`config.mk`:
```
export PLATFORM = sky130hd
export DESIGN_NAME = ysyx_24080006_mdu_flat
export DESIGN_NICKNAME = d
export VERILOG_FILES = /design/src/rtl/ysyx_24080006_mdu_if.sv /design/src/rtl/ysyx_24080006_mdu.sv /design/src/flat_wrapper.sv
export SDC_FILE = /design/constraint.sdc
export NUM_CORES = 1
export LEC_CHECK = 0
export ABC_AREA = 0
export CAP_MARGIN = 0
export CORE_MARGIN = 2
export CORE_UTILIZATION = 54
export CTS_CLUSTER_DIAMETER = 200
export DETAILED_ROUTE_END_ITERATION = 10
export PLACE_DENSITY = 0.87
export SETUP_SLACK_MARGIN = 0.2
export SYNTH_ARGS = -nofsm -noshare
export SYNTH_HDL_FRONTEND = slang
export SYNTH_SLANG_ARGS = --single-unit
export TNS_END_PERCENT = 20
```
`constraint.sdc`:
```
create_clock -name clock -period 6.1 [get_ports clock]
set_input_delay 1.22 -clock clock [delete_from_list [all_inputs] [get_ports clock]]
set_output_delay 1.22 -clock clock [all_outputs]
set_load 0.02 [all_outputs]
```
`src/rtl/ysyx_24080006_mdu_if.sv`:
```
// ----------------------------------------------------------------------------
// ysyx_24080006_mdu_if
// Bundles the request/response handshake of the multiply/divide unit together
// with the channel it uses to borrow the execute-stage ALU adder.
//   in_valid/in_ready   : request handshake (mdu_op, rs1, rs2 qualify it)
//   out_valid/out_ready : response handshake (result qualifies it)
//   mdu_enable          : MDU currently owns the ALU adder
//   mdu2alu             : {a[32:0], b[32:0]} adder operands
//   alu2mdu             : {res_34[33:0], res_32[31:0], not_zero} adder result
// master = pipeline/ALU side, slave = MDU side.
// ----------------------------------------------------------------------------
interface ysyx_24080006_mdu_if;
    logic        in_valid;
    logic        in_ready;
    logic [2:0]  mdu_op;
    logic [31:0] rs1;
    logic [31:0] rs2;
    logic        out_valid;
    logic        out_ready;
    logic [31:0] result;
    logic        mdu_enable;
    logic [65:0] mdu2alu;
    logic [66:0] alu2mdu;

    modport master (
        output in_valid, mdu_op, rs1, rs2, out_ready, alu2mdu,
        input  in_ready, out_valid, result, mdu_enable, mdu2alu
    );

    modport slave (
        input  in_valid, mdu_op, rs1, rs2, out_ready, alu2mdu,
        output in_ready, out_valid, result, mdu_enable, mdu2alu
    );
endinterface

```
`src/rtl/ysyx_24080006_mdu.sv`:
```
// ----------------------------------------------------------------------------
// ysyx_24080006_mdu
// Iterative radix-2 RV32M multiply/divide unit. Operands are reduced to
// magnitudes on accept, 32 shift-add / restoring-subtract steps are run on the
// borrowed ALU adder, and the sign is restored in a single fix-up cycle.
// Ports:
//   clock  : system clock, rising edge
//   reset  : asynchronous active-high reset
//   flush  : pipeline flush, aborts the current operation on the next edge
//   bus    : request/response handshake and ALU adder channel (slave side)
// Opcodes: 0 MUL 1 MULH 2 MULHSU 3 MULHU 4 DIV 5 DIVU 6 REM 7 REMU
// ----------------------------------------------------------------------------
module ysyx_24080006_mdu (
    input  logic                    clock,
    input  logic                    reset,
    input  logic                    flush,
    ysyx_24080006_mdu_if.slave      bus
);
    typedef enum logic [1:0] {S_IDLE, S_CALC, S_FIX, S_DONE} state_t;

    state_t      state_q, state_d;
    logic [4:0]  cnt_q, cnt_d;
    logic [2:0]  op_q, op_d;
    logic        neg_a_q, neg_a_d;       // rs1 was negative (and signed)
    logic        neg_b_q, neg_b_d;       // rs2 was negative (and signed)
    logic [31:0] hi_q, hi_d;             // product high half / remainder
    logic [31:0] lo_q, lo_d;             // multiplier-product low / quotient
    logic [31:0] opnd_q, opnd_d;         // |multiplicand| or |divisor|
    logic [31:0] result_q, result_d;
    logic        out_valid_q, out_valid_d;

    // Adder channel
    logic [32:0] alu_a, alu_b;
    logic        carry;
    logic [31:0] sum;
    logic        unused_alu_bits;

    assign carry           = bus.alu2mdu[66];
    assign sum             = bus.alu2mdu[32:1];
    assign unused_alu_bits = &{1'b0, bus.alu2mdu[65:33], bus.alu2mdu[0]};

    // Divide-step shifted views of {rem, quo}
    logic [31:0] rem_s, quo_s;
    assign rem_s = {hi_q[30:0], lo_q[31]};
    assign quo_s = {lo_q[30:0], 1'b0};

    // Operand decode for the accept cycle
    logic        is_div, sign1, sign2, div_zero, div_ovf;
    logic [31:0] mag1, mag2;
    assign is_div   = bus.mdu_op[2];
    assign sign1    = bus.rs1[31] & ((bus.mdu_op == 3'd1) | (bus.mdu_op == 3'd2) |
                                     (bus.mdu_op == 3'd4) | (bus.mdu_op == 3'd6));
    assign sign2    = bus.rs2[31] & ((bus.mdu_op == 3'd1) | (bus.mdu_op == 3'd4) |
                                     (bus.mdu_op == 3'd6));
    assign mag1     = sign1 ? (~bus.rs1 + 32'd1) : bus.rs1;
    assign mag2     = sign2 ? (~bus.rs2 + 32'd1) : bus.rs2;
    assign div_zero = is_div & (bus.rs2 == 32'd0);
    assign div_ovf  = ((bus.mdu_op == 3'd4) | (bus.mdu_op == 3'd6)) &
                      (bus.rs1 == 32'h8000_0000) & (bus.rs2 == 32'hFFFF_FFFF);

    // Sign fix-up views
    logic [63:0] prod_fix;
    logic [31:0] quo_fix, rem_fix;
    assign prod_fix = (neg_a_q ^ neg_b_q) ? (~{hi_q, lo_q} + 64'd1) : {hi_q, lo_q};
    assign quo_fix  = (neg_a_q ^ neg_b_q) ? (~lo_q + 32'd1) : lo_q;
    assign rem_fix  = neg_a_q ? (~hi_q + 32'd1) : hi_q;

    // Operands presented to the adder; kept separate from the state update so
    // the adder result feeds back without a combinational ordering loop.
    always_comb begin
        alu_a = 33'd0;
        alu_b = 33'd0;
        if (!op_q[2]) begin
            alu_a = {hi_q, 1'b0};
            alu_b = {(lo_q[0] ? opnd_q : 32'd0), 1'b0};
        end else begin
            alu_a = {rem_s, 1'b1};
            alu_b = {~opnd_q, 1'b1};
        end
    end

    always_comb begin
        state_d     = state_q;
        cnt_d       = cnt_q;
        op_d        = op_q;
        neg_a_d     = neg_a_q;
        neg_b_d     = neg_b_q;
        hi_d        = hi_q;
        lo_d        = lo_q;
        opnd_d      = opnd_q;
        result_d    = result_q;
        out_valid_d = 1'b0;

        case (state_q)
            S_IDLE: begin
                if (bus.in_valid) begin
                    op_d    = bus.mdu_op;
                    neg_a_d = sign1;
                    neg_b_d = sign2;
                    cnt_d   = 5'd0;
                    hi_d    = 32'd0;
                    lo_d    = is_div ? mag1 : mag2;
                    opnd_d  = is_div ? mag2 : mag1;
                    if (div_zero) begin
                        result_d = bus.mdu_op[1] ? bus.rs1 : 32'hFFFF_FFFF;
                        state_d  = S_DONE;
                    end else if (div_ovf) begin
                        result_d = bus.mdu_op[1] ? 32'd0 : 32'h8000_0000;
                        state_d  = S_DONE;
                    end else begin
                        state_d  = S_CALC;
                    end
                end
            end
            S_CALC: begin
                if (!op_q[2]) begin
                    // {carry, sum, lo} >> 1
                    hi_d = {carry, sum[31:1]};
                    lo_d = {sum[0], lo_q[31:1]};
                end else if (hi_q[31] | carry) begin
                    // Shifted-out bit means the partial remainder exceeds 2^32,
                    // so the subtraction always fits.
                    hi_d = sum;
                    lo_d = {quo_s[31:1], 1'b1};
                end else begin
                    hi_d = rem_s;
                    lo_d = quo_s;
                end
                cnt_d = cnt_q + 5'd1;
                if (cnt_q == 5'd31) state_d = S_FIX;
            end
            S_FIX: begin
                case (op_q)
                    3'd0:                result_d = prod_fix[31:0];
                    3'd1, 3'd2, 3'd3:    result_d = prod_fix[63:32];
                    3'd4, 3'd5:          result_d = quo_fix;
                    default:             result_d = rem_fix;
                endcase
                state_d = S_DONE;
            end
            S_DONE: begin
                // out_valid is registered, so it rises one edge after DONE
                if (out_valid_q && bus.out_ready) begin
                    state_d = S_IDLE;
                end else begin
                    out_valid_d = 1'b1;
                end
            end
            default: state_d = S_IDLE;
        endcase

        if (flush) begin
            state_d     = S_IDLE;
            cnt_d       = 5'd0;
            result_d    = 32'd0;
            out_valid_d = 1'b0;
        end
    end

    always_ff @(posedge clock or posedge reset) begin
        if (reset) begin
            state_q     <= S_IDLE;
            cnt_q       <= 5'd0;
            op_q        <= 3'd0;
            neg_a_q     <= 1'b0;
            neg_b_q     <= 1'b0;
            hi_q        <= 32'd0;
            lo_q        <= 32'd0;
            opnd_q      <= 32'd0;
            result_q    <= 32'd0;
            out_valid_q <= 1'b0;
        end else begin
            state_q     <= state_d;
            cnt_q       <= cnt_d;
            op_q        <= op_d;
            neg_a_q     <= neg_a_d;
            neg_b_q     <= neg_b_d;
            hi_q        <= hi_d;
            lo_q        <= lo_d;
            opnd_q      <= opnd_d;
            result_q    <= result_d;
            out_valid_q <= out_valid_d;
        end
    end

    assign bus.in_ready   = (state_q == S_IDLE);
    assign bus.out_valid  = out_valid_q;
    assign bus.result     = result_q;
    assign bus.mdu_enable = (state_q == S_CALC);
    assign bus.mdu2alu    = (state_q == S_CALC) ? {alu_a, alu_b} : 66'd0;
endmodule

```
`src/flat_wrapper.sv`:
```
// flat-port wrapper written by rule: the top's interface ports become plain ports
module ysyx_24080006_mdu_flat 
  (clock, reset, flush, bus_in_valid, bus_mdu_op, bus_rs1, bus_rs2, bus_out_ready, bus_alu2mdu, bus_in_ready, bus_out_valid, bus_result, bus_mdu_enable, bus_mdu2alu);
  ysyx_24080006_mdu_if bus_i ();
  input  logic clock;
  input  logic reset;
  input  logic flush;
  input wire logic [$bits(bus_i.in_valid)-1:0] bus_in_valid;
  input wire logic [$bits(bus_i.mdu_op)-1:0] bus_mdu_op;
  input wire logic [$bits(bus_i.rs1)-1:0] bus_rs1;
  input wire logic [$bits(bus_i.rs2)-1:0] bus_rs2;
  input wire logic [$bits(bus_i.out_ready)-1:0] bus_out_ready;
  input wire logic [$bits(bus_i.alu2mdu)-1:0] bus_alu2mdu;
  output wire logic [$bits(bus_i.in_ready)-1:0] bus_in_ready;
  output wire logic [$bits(bus_i.out_valid)-1:0] bus_out_valid;
  output wire logic [$bits(bus_i.result)-1:0] bus_result;
  output wire logic [$bits(bus_i.mdu_enable)-1:0] bus_mdu_enable;
  output wire logic [$bits(bus_i.mdu2alu)-1:0] bus_mdu2alu;
  assign bus_i.in_valid = bus_in_valid;
  assign bus_i.mdu_op = bus_mdu_op;
  assign bus_i.rs1 = bus_rs1;
  assign bus_i.rs2 = bus_rs2;
  assign bus_i.out_ready = bus_out_ready;
  assign bus_i.alu2mdu = bus_alu2mdu;
  assign bus_in_ready = bus_i.in_ready;
  assign bus_out_valid = bus_i.out_valid;
  assign bus_result = bus_i.result;
  assign bus_mdu_enable = bus_i.mdu_enable;
  assign bus_mdu2alu = bus_i.mdu2alu;
  ysyx_24080006_mdu u_core (.clock(clock), .reset(reset), .flush(flush), .bus(bus_i));
endmodule
```
Word level (Yosys, flattened, before mapping)
Cells that the tools add are included.
{ "totals": {"regBits": 141, "in_bits": 139} }
{ "op_classes": {"addsub": 6, "n_eq_ne": 20, "n_mux": 40, "bitwise_logic": 19, "n_reduce_logical": 14} }
{ "op_table": {"columns": ["operator", "count"], "rows": [
  ["32-bit 2-to-1 mux", 18],
  ["32-bit one-hot mux with 2 select lines", 3],
  ["32-bit inverter", 5],
  ["32-bit by 1-bit adder with 32-bit output (second input constant)", 4],
  ["32-bit one-hot mux with 3 select lines", 1],
  ["33-bit 2-to-1 mux", 2],
  ["66-bit 2-to-1 mux", 1],
  ["64-bit by 1-bit adder with 64-bit output (second input constant)", 1],
  ["32-bit equality test (second input constant)", 2],
  ["64-bit 2-to-1 mux", 1],
  ["64-bit inverter", 1],
  ["32-bit logical NOT", 1],
  ["3-bit equality test (second input constant)", 4],
  ["2-bit 2-to-1 mux", 6],
  ["5-bit 2-to-1 mux", 2],
  ["5-bit one-hot mux with 2 select lines", 1],
  ["3-bit by 2-bit equality test with 1-bit output (second input constant)", 3],
  ["2-bit one-hot mux with 4 select lines", 1],
  ["1-bit bitwise OR", 7],
  ["3-bit by 1-bit equality test with 1-bit output (second input constant)", 2],
  ["3-bit by 2-bit != test with 1-bit output (second input constant)", 2],
  ["2-bit AND reduction", 3],
  ["3-bit AND reduction", 2],
  ["3-bit nonzero test", 2],
  ["other kinds (16)", 24]
]} }

Longest topological paths before layout
Gate-level depths: netlist (run 1).
{ "depth": {"depth_word": 9, "mapped_depth": 11, "depth_no_buf": 9} }

Worst setup path after synthesis (run 1)
No wires, ideal clock.
{ "synth_path": {"path_type": "input to register", "from": "input port bus_rs1[8]", "to": "register u_core.result_q[16], in the netlist u_core.bus.result[16]", "setup_time_ns": 0.095, "arrival_ns": 3.552, "t_required_ns": 6.005, "path_slack_ns": 2.453, "stages": 9, "path_cell_list": "or4_4 > or4_1 > buf_2 > or2_4 > o31ai_4 > a211oi_2 > nand2b_4 > buf_6 > o31ai_1"} }
{ "synth_via": {"elab_chain_cells": 5} }
{ "synth_rtl": {"columns": ["item", "line", "text"], "rows": [
  ["from (decl)", "flat_wrapper.sv:10", "input wire logic [$bits(bus_i.rs1)-1:0] bus_rs1;"],
  ["32-bit equality test", "ysyx_24080006_mdu.sv:59", "(bus.rs1 == 32'h8000_0000) & (bus.rs2 == 32'hFFFF_FFFF);"],
  ["1-bit bitwise AND", "ysyx_24080006_mdu.sv:58", "assign div_ovf = ((bus.mdu_op == 3'd4) | (bus.mdu_op == 3'd6)) &"],
  ["1-bit bitwise AND", "ysyx_24080006_mdu.sv:59", null],
  ["4-bit by 2-bit != test with 1-bit output (no source line)", null, null],
  ["3-bit AND reduction (no source line)", null, null],
  ["to (signal assigned)", "ysyx_24080006_mdu.sv:181", "result_q <= result_d;"],
  ["to (decl)", "ysyx_24080006_mdu.sv:29", "logic [31:0] result_q, result_d;"]
]} }
Every way passes these cells.
A chain may end at the register's enable or synchronous reset.

Worst setup path after layout (run 1)
{ "layout_path": {"from": "input port bus_rs1[16]", "to": "register u_core.result_q[19], in the netlist u_core.bus.result[19]"} }
Same word-level chain as after synthesis.

==> flow_summary.toml, run 1 <==
[outcome]
status = "finished, final reports clean"

[routing]
viasPerCell = 6.698
drc = 0
topRoutingLayerUsed = "met4"
drt-met1-wl_mm = 19.47
wl_met3_mm = 5.015
drt_wl_total_mm = 49.99
wl_per_cell_microns = 23.58
drtAntennaViolNets = 0
dr_total_vias = 14200
wl_met2_mm = 22.42
first_pass_iters = 8
drt-initial-drc-count = 1947

[cells_and_area]
final_common_cell = "clkdlybuf4s50_1"
fillCellCount = 2013
mostFrequentLayoutCells = "clkdlybuf4s50_1 (204), nand2_1 (197), nor2_1 (182)"
layoutNonFillerInstCount = 2120
drive_above_1_share = 0.06163
antenna_cells = 0
area_delta_synth_final_pct = 20.94
nNetsFinal = 1938

[power_and_ir_drop]
sw_frac_of_total = 0.5341
combPwrFrac = 0.611
switchingPower_mw = 4.264
p_int_mw = 3.720
clockPowerShare = 0.138
vdd_ir_drop_max_v = 0.0004358
power.leakage_nw = 5.957
seqPwrFrac = 0.251
powerDensity_nw_per_um2 = 517.5

[global_route]
grt_max_degree = 141
grt_antenna_before_repair = 0
grt_pass1_vias = 12958
groute.usage.overall = 0.3962
grt_remaining_overflow = 0
grt_pass1_wl_mm = 75.56

[cts]
numCtsBuffers = 17
clockRootBuffer = "clkbuf_16"
clk_latency_ns = 0.44
h-tree-depth = 4
clk_pin_slew_ns = 0.07
ctsHoldBuffers = 0
cts_tree = "yes"
cts_sinks = 141
postCtsSetupRepairBufs = 0
ctsResizeCount = 0
cts.path.max_buffers = 2

[worst_setup_path]
cp.required_ns = 6.48
critPathSlowestCell = "nor4_1"
critPathCaptureType = "flop"
cp.arrival_ns = 5.17
cp_top_family = "simple AND/OR/NAND/NOR gates"
critical_path_class = "input port to flop"
cpPeakStageDelay_ns = 0.73
crit_buf_inv = 2
critPathLaunchType = "input port"
cp_max_fo = 44
cp_cell_sequence = "clkdlybuf4s50_1 -> nor4_1 -> nand3b_1 -> or3b_2 -> o31ai_4 -> a211oi_4 -> buf_4 -> a2111oi_0 -> a21o_1"

[floorplan]
core-area_sq_um = 23330
die_width_microns = 157.7
start_util = 0.5467
num_io_pins = 240
die-area_sq_um = 24870
die_h_microns = 157.7
rows = 56

[sta]
slew_headroom = 0.1891
finalSetupViolCount = 0
worst_pin_slew_ns = 1.214
fin_hold_ws_ns = 0.4784
skew_ns = 0.01046
tns_ns = 0
hold_viol = 0
rsz0062_at_grt = "false"
max_freq_mhz = 208.5
finalMaxSlewViolations = 0
post-route-period-util = 0.7864
min_period_ns = 4.797

[place]
place_hpwl_mm = 36.70
gp_congestion = 1.004
placed_cells = 2088
port_buffers = 205

[run]
cap_violations = 0

[synthesis]
syn_area_per_cell_sq_um = 7.495
synth.distinct_cells = 78
async_flop_share = 1.000
synth-main-ff-cell = "dfrtp_1"
syn_inst = 1702
ys_seq_area_frac = 0.2766
syn-cell-area_sq_um = 12760
synth-seq-cells = 141
synth_fp_nets = 1852
ys_warn_count = 0
synth_enable_flop_cells = 0

[worst_hold_path]
min_path_type = "flop to flop"
==> cells in the mapped netlist (all sizes together) (18+ instances only) <==
master	instances	share of area
nand2	198	0.058
nor2	184	0.054
o21ai	157	0.062
clkbuf	145	0.043
dfrtp	141	0.28
a21oi	131	0.051
mux2i	100	0.078
xnor2	65	0.045
o31ai	44	0.027
nand3	42	0.016
nor4	41	0.022
nor3	40	0.016
xor2	38	0.026
a22o	34	0.023
inv	31	0.0091
mux2	22	0.019
nand4	21	0.010
o211ai	19	0.011
buf	18	0.0066
==> power groups by stage <==
| stage | clock network, mW | logic (mW) | registers (mW) |
|---|---|---|---|
| after floorplan | 0 | 3.54 | 1.53 |
| after detailed placement | 0 | 4.73 | 1.98 |
| after global routing | 1.14 | 5.20 | 2.05 |
| after CTS | 1.10 | 4.76 | 1.96 |
| after global placement | 0 | 4.67 | 1.96 |
| final | 1.10 | 4.88 | 2.01 |
==> routing by layer <==
| metal | GRT usage | vias up |
|---|---|---|
| met3 | 0.07829 | 196 |
| li1 | - | 6400 |
| met5 | 0 | - |
| met1 | 0.5151 | 6687 |
| met2 | 0.6166 | 917 |
| met4 | 0.2242 | 0 |
==> tightest hold or removal path, cell delays in order, from the launching register on <==
cell,delay (ns)
dfrtp_1,0.34
nand2_1,0.04
o21ai_0,0.06
==> final timing paths <==
check                                      startpoint                     to  slack (ns)  cells after the start
min in group asynchronous                       reset      u_core.opnd_q[27]        1.32                      2
max in group asynchronous                       reset         u_core.hi_q[7]        3.65                      3
worst min register to register  u_core.bus.result[10]  u_core.bus.result[10]        0.48                      2
worst min-delay path            u_core.bus.result[10]  u_core.bus.result[10]        0.48                      2
worst max-delay path                      bus_rs1[16]  u_core.bus.result[19]        1.30                      9
worst max register to register         u_core.lo_q[0]  u_core.bus.result[22]        1.88                      9
==> cells by family (layout without fill, tap and decap cells) <==
family,count (synthesis),after routing,share of synthesized area
simple gates,608,608,0.2230
compound gates,522,522,0.2624
buf+inv,195,294,0.05866
flops,141,141,0.2766
mux,122,122,0.09789
xor+xnor,103,103,0.07072
fa+ha+maj,11,11,0.01079
==> area by class of cell <==
| class | count | area [sq um] | area share |
|---|---|---|---|
| Clock buffer | 18 | 439.2 | 0.02847 |
| Sequential cell | 141 | 3532 | 0.2290 |
| Timing Repair Buffer | 230 | 2247 | 0.1457 |
| Inverter | 32 | 125.1 | 0.008110 |
| Clock inverter | 14 | 150.1 | 0.009732 |
| Multi-Input combinational cell | 1366 | 8534 | 0.5532 |
| Tap cell | 319 | 399.1 | 0.02587 |
==> flip-flops by register name (all words and copies together), names as in the netlist <==
register              flops
u_core.opnd_q            32
u_core.hi_q              32
u_core.neg_b_q            1
u_core.state_q            2
u_core.bus.out_valid      1
u_core.neg_a_q            1
u_core.op_q               3
u_core.bus.result        32
u_core.lo_q              32
u_core.cnt_q              5
==> metrics by stage <==
| stage | util | setup WS [ns] | total power, mW | cell area [sq um] |
|---|---|---|---|---|
| after CTS | 0.6612 | 1.415 | 7.827 | 15430 |
| after floorplan | - | 1.099 | 5.063 | 12760 |
| final | 0.6612 | 1.303 | 7.983 | 15430 |
| after detailed placement | 0.6359 | 1.064 | 6.710 | 14840 |
| after global routing | 0.6612 | 1.224 | 8.387 | 15430 |
| after global placement | 0.6359 | 1.144 | 6.622 | 14840 |
Power figures use the tool's default switching activity.
==> run 2, diff against run 1 <==
CORE_UTILIZATION = 49   (was 54)
PLACE_DENSITY = 0.84   (was 0.87)
clock period = 4 ns   (was 6.1 ns; I/O delays follow)
==> flow_summary.toml, run 2 (same netlist as run 1, synthesis figures left out) <==
[run]
cap_violations = 0

[worst_setup_path]
cp_top_family = "buffers and inverters"
crit_top_cell = "buf_4"
crit_buf_inv = 3
cp_max_fo = 33
critPathLaunchType = "flop"
critPathSlowestCell = "clkdlybuf4s50_1"
cp_cell_sequence = "buf_4 -> nand2_1 -> buf_4 -> o21ai_0 -> clkdlybuf4s50_1"
cpPeakStageDelay_ns = 0.65
cp.required_ns = 3.20
critPathCaptureType = "output port"
critical_path_class = "flop to output port"
cp.arrival_ns = 2.73

[floorplan]
die_width_microns = 165.3
die_h_microns = 165.3
rows = 59
num_io_pins = 240
die-area_sq_um = 27340
core-area_sq_um = 25840
start_util = 0.4937

[place]
gp_congestion = 1.037
place_hpwl_mm = 38.57
placed_cells = 2185
port_buffers = 205

[sta]
post-route-period-util = 0.8816
skew_ns = 0.01138
min_period_ns = 3.526
finalMaxSlewViolations = 0
worst_pin_slew_ns = 1.024
finalSetupViolCount = 0
tns_ns = 0
rsz0062_at_grt = "false"
slew_headroom = 0.3111
hold_viol = 0
max_freq_mhz = 283.6

[routing]
viasPerCell = 6.551
drt_wl_total_mm = 51.41
drt-initial-drc-count = 1906
drtAntennaViolNets = 0
drc = 0
wl_per_cell_microns = 23.19
dr_total_vias = 14523
first_pass_iters = 7

[power_and_ir_drop]
power.leakage_nw = 6.362
powerDensity_nw_per_um2 = 782.6
vdd_ir_drop_max_v = 0.0003975

[cells_and_area]
antenna_cells = 0
final_common_cell = "clkdlybuf4s50_1"
layoutNonFillerInstCount = 2217
mostFrequentLayoutCells = "clkdlybuf4s50_1 (204), nand2_1 (197), nor2_1 (182)"
drive_above_1_share = 0.09989
area_delta_synth_final_pct = 25.97
nNetsFinal = 2019

[global_route]
grt_remaining_overflow = 0
grt_pass1_vias = 13621
grt_max_degree = 98
grt_antenna_before_repair = 0
grt_pass1_wl_mm = 78.25
groute.usage.overall = 0.3748

[cts]
ctsHoldBuffers = 0
numCtsBuffers = 17
h-tree-depth = 4
ctsResizeCount = 0
postCtsSetupRepairBufs = 0
clk_pin_slew_ns = 0.07
cts_sinks = 141
cts_tree = "yes"
clk_latency_ns = 0.45
cts.path.max_buffers = 2
clockRootBuffer = "clkbuf_16"

[worst_hold_path]
min_path_type = "flop to flop"

[outcome]
status = "finished, final reports clean"
## run 2: metal layers
layer  share of wire  wire length (microns)  vias to the layer above  track usage
met5               0                      0                        -            0
met4           0.068                   3514                        0       0.2265
met3            0.11                   5401                      208      0.08616
met2            0.45                  22910                      911       0.5799
met1            0.38                  19580                     6863       0.4770
li1                -                      -                     6541            -
## run 2: worst min-delay path: stages, from the launching register on
cell and delay (ns):
dfrtp_1 0.35, nand2_1 0.05, o31ai_1 0.05
## run 2: final timing paths
| check | startpoint | end | slack, ns | depth (start not counted) |
|---|---|---|---|---|
| worst max register to register | u_core.lo_q[0] | u_core.bus.result[10] | 0.56 | 10 |
| max in group asynchronous | reset | u_core.opnd_q[8] | 2.43 | 3 |
| min in group asynchronous | reset | u_core.bus.result[8] | 0.82 | 2 |
| worst max-delay path | u_core.op_q[2] | bus_mdu2alu[16] | 0.47 | 5 |
| worst min register to register | u_core.bus.result[1] | u_core.bus.result[1] | 0.48 | 2 |
| worst min-delay path | u_core.bus.result[1] | u_core.bus.result[1] | 0.48 | 2 |
## run 2: cell type report
cell class	instances	area [sq um]
Sequential cell	141	3532
Tap cell	335	419.2
Inverter	32	123.9
Clock buffer	20	436.7
Clock inverter	12	162.7
Timing Repair Buffer	311	2868
Multi-Input combinational cell	1366	8527
Fill cell	2247	9768
## run 2: per-stage QoR
stage	setup slack, ns	area, sq um	utilization	power [mW]	hold slack (ns)
after floorplan	0.7730	12760	-	7.722	0.4554
after global placement	0.2184	15470	0.5987	10.43	0.4677
after detailed placement	0.1749	15470	0.5987	10.56	0.4700
after CTS	0.4964	16070	0.6219	12.30	0.4847
after global routing	0.3287	16070	0.6219	13.23	0.5158
final	0.4736	16070	0.6219	12.58	0.4844
## run 2: where the power goes
part           switching [mW]  internal (mW)  leakage, nW  total, mW
registers                1.03           1.95         1.82       2.98
clock network           0.721          0.989        0.286       1.71
logic                    4.84           3.05         4.26       7.89
total                    6.59           5.98         6.36       12.6
